### config.mk
export PLATFORM = sky130hd
export DESIGN_NAME = uart_byte_timer
export DESIGN_NICKNAME = d
export VERILOG_FILES = /design/src/rtl/uart_byte_timer.sv
export SDC_FILE = /design/constraint.sdc
export NUM_CORES = 1
export LEC_CHECK = 0
export CAP_MARGIN = 10
export CORE_ASPECT_RATIO = 0.6
export CORE_MARGIN = 2
export CORE_UTILIZATION = 25
export CTS_CLUSTER_SIZE = 24
export DETAILED_ROUTE_END_ITERATION = 16
export GPL_TIMING_DRIVEN = 0
export SYNTH_ARGS = -nofsm -noshare
export SYNTH_HDL_FRONTEND = slang
export SYNTH_SLANG_ARGS = --single-unit
export TNS_END_PERCENT = 30
### constraint.sdc
create_clock -name clk -period 3.7 [get_ports clk]
set_clock_uncertainty 0.05 [all_clocks]
set_input_delay 0.37 -clock clk [delete_from_list [all_inputs] [get_ports clk]]
set_output_delay 0.37 -clock clk [all_outputs]
set_load 0.02 [all_outputs]
### src/rtl/uart_byte_timer.sv
// Inter-byte timeout counter for the HELLO checker.
// Counts enabled cycles since the last clear and raises expired for one
// cycle when the count reaches TIMEOUT-1, then restarts from zero.
//
// Ports:
//   clk     - system clock
//   reset   - synchronous active-high reset
//   clear   - restart the count (has priority over enable)
//   enable  - count this cycle
//   expired - one-cycle pulse: inter-byte gap limit reached
module uart_byte_timer #(
    parameter int TIMEOUT = 50000
) (
    input  logic clk,
    input  logic reset,
    input  logic clear,
    input  logic enable,
    output logic expired
);

    localparam int CW = (TIMEOUT > 1) ? $clog2(TIMEOUT) : 1;
    localparam logic [CW-1:0] LAST = CW'(TIMEOUT - 1);

    logic [CW-1:0] count;

    // A clear in the same cycle (byte arrived) suppresses the timeout.
    assign expired = enable && !clear && (count == LAST);

    always_ff @(posedge clk) begin
        if (reset || clear || expired) begin
            count <= '0;
        end else if (enable) begin
            count <= count + CW'(1);
        end
    end

endmodule

==> metrics.md <==
| Metric | Value |
|---|---|
| Final hold violation count | `0` |
| First-pass GRT wire length | `between 2000 and 2500 um` |
| Pleak | `0.266 nW` |
| Area growth, synth to finish | `18.0%` |
| Global routing usage on met1 | `0.122` |
| Top cells by area, synth | `dfxtp_1, xnor2_1, nor2_1` |
| Starting Density | `0.265` |
| Worst-path clk slew | `approximately 60 ps` |
| CTS tree | `done` |
| Nature of the critical path startpoint | `flip-flop` |
| I/O Pins | `5` |
| Antenna diodes | `0` |
| Initial drt markers | `31` |
| TritonCTS buffer count | `3` |
| Nets | `98` |
| Tmin final | `2590 ps` |
| Core Box Area | `between 0.002 and 0.003 mm2` |
| Met3 Usage GRT | `0.0451` |
| DRC | `0` |
| CP Capture Type | `output port` |
| Kind of critical path | `reg -> out` |
| Overflow left after global routing | `0` |
| Post-synth top area cell | `dfxtp_1` |
| Top reg by flops | `count` |
| Post-Syn Area per Cell | `9.01 um2` |
| Clk sinks | `16` |
| Hold-fix buffers, CTS | `0` |
| Final count of pins violating max slew | `0` |
| Final GP Congestion | `0.777` |
| Post-synthesis register bit count | `16` |
| Top Usage Layer GRT | `met2` |
| Arrival time at the worst endpoint | `2170 ps` |
| Avg WL per Cell | `roughly 11 um` |
| Post_cts resized | `0` |
| Worst-margin pin slew | `approximately 350 ps` |
| Critical path required time | `3280 ps` |
| Combinational share of power | `0.032` |
| Drt pass-1 iters | `3` |
| Sequential group share of total power | `0.512` |
| Largest net degree at the start of global routing | `11` |
| Setup Fix Bufs, Post-CTS | `0` |
| Antenna violations before repair | `0` |
| Final wirelength | `about 1400 um` |
| Fin worst setup slack | `1110 ps` |
| Area of the multi-input gates | `422 um2` |
| Sequential cell area | `320 um2` |
| Die Wd | `approximately 75 um` |
| Clock Tree Buf Depth | `2` |
| Final setup violation count | `0` |
| Pre-CTS setup slack | `1370 ps` |
| I/O Buffers | `3` |
| RSZ-0062 raised after global routing | `false` |
| Top cell type's share of synthesized area | `0.418` |
| Synth Warn # | `0` |
| GR Util met2 | `0.132` |
| Share of layout cells above drive strength 1 | `0.0978` |
| Die Y | `between 40 and 50 um` |
| Syn Std Cell Area | `766 um2` |
| Fill cell count | `319` |
| Hold Slack | `410 ps` |
| Die ar. | `approximately 0.0035 mm2` |
| Maximum vdd ir drop | `0.114 mV` |
| Setup TNS | `0 ps` |
| Global-route usage over all layers | `0.0949` |
| Fmax | `386 MHz` |
| Num rows | `15` |
| Clock root buffer | `clkbuf_8` |
| Vias per std cell | `4.45` |
| Synth Instances | `85` |
| Clock Power Share | `0.455` |
| Status | `finished, final reports clean` |
| Max cap viols | `0` |
| Post-synth cell types | `24` |
| Number of global-route vias before repair | `551` |
| Register area share after synthesis | `0.418` |
| P_int | `273 uW` |
| Leading cell type in the layout, fill and taps excluded | `nor2_1` |
| Synthesized Nets | `90` |
| NetSw | `around 66 uW` |
| Power per cell area | `376 mW/mm2` |
| Largest regs | `count (16)` |
| Post-DP HPWL | `between 1000 and 1500 um` |
| Worst-skew pair later-pin latency | `250 ps` |
| Largest register FFs | `16` |
| Min-delay worst type | `in -> reg` |
| Final antenna-violating net count | `0` |
| Sw Share | `0.195` |
| Most frequent cells in the layout | `nor2_1, dfxtp_1, xnor2_1` |
| Routed via count | `between 500 and 600` |
| Htree depth | `1` |
| Period utilisation layout | `0.701` |
| Max-Slew Margin vs Limit | `0.765` |
| CP max FO | `5` |
[layout make-up]
cell class,count,share of cell area
Clock buffer,4,0.0609
Multi-Input combinational cell,65,0.467
Inverter,2,0.00831
Timing Repair Buffer,3,0.0332
Tap cell,42,0.0582
Buffer,2,0.0180
Sequential cell,16,0.355
[per-layer routing]
metal | vias up | share of wire
met3 | 4 | 0.045
li1 | 312 | -
met4 | 0 | 0.013
met2 | 8 | 0.40
met1 | 272 | 0.54
met5 | - | 0
[synthesized netlist by cell type (all sizes together)]
master and n:
a21oi 1, and4 1, buf 2, dfxtp 16, ha 1, inv 2, mux2i 1, nand2 4
nand3 4, nand4 6, nor2 17, nor2b 1, nor3 4, nor4 5, nor4b 1, o31ai 2
or2 1, or4 2, xnor2 11, xor2 3
[cells by family after synthesis]
family / count (synthesis) / share of synthesized area
AOI/OAI and AO/OA: 3 / 0.0441
xor gates and xnor gates: 14 / 0.160
adders and majority gates: 1 / 0.0163
buffers and inverters: 4 / 0.0310
DFF: 16 / 0.418
muxes: 1 / 0.0131
and+or+nand+nor: 46 / 0.317
[power by group through the flow]
stage               clock network (mW)  registers [mW]  logic, mW
floorplan                            0           0.178    0.00754
finish                           0.155           0.174     0.0110
CTS                              0.163           0.174     0.0114
global route                     0.167           0.174     0.0123
global placement                     0           0.178     0.0110
detailed placement                   0           0.178     0.0112
[through the flow]
stage	area, um2	total power, mW	utilization	instances
after global placement	848	0.189	0.294	130
after detailed placement	848	0.189	0.294	130
after floorplan	766	0.185	-	85
final	903	0.339	0.313	134
after global routing	903	0.353	0.313	134
after CTS	903	0.348	0.313	134
[worst max-delay path, cell delays in order, from the launching register on]
cell,delay [ps]
dfxtp_1,410
inv_1,80
or4_4,540
nor4_1,240
clkdlybuf4s50_1,650
[path summary, 6_finish.rpt]
check	start	endpoint	slack (ps)	cells after the start
setup / recovery	count[6]$_SDFFE_PP0P_	expired	1110	4
hold / removal	enable	count[0]$_SDFFE_PP0P_	410	3
setup reg to reg	count[6]$_SDFFE_PP0P_	count[14]$_SDFFE_PP0P_	1870	5
hold reg to reg	count[15]$_SDFFE_PP0P_	count[15]$_SDFFE_PP0P_	430	2
Power figures use the tool's default switching activity.
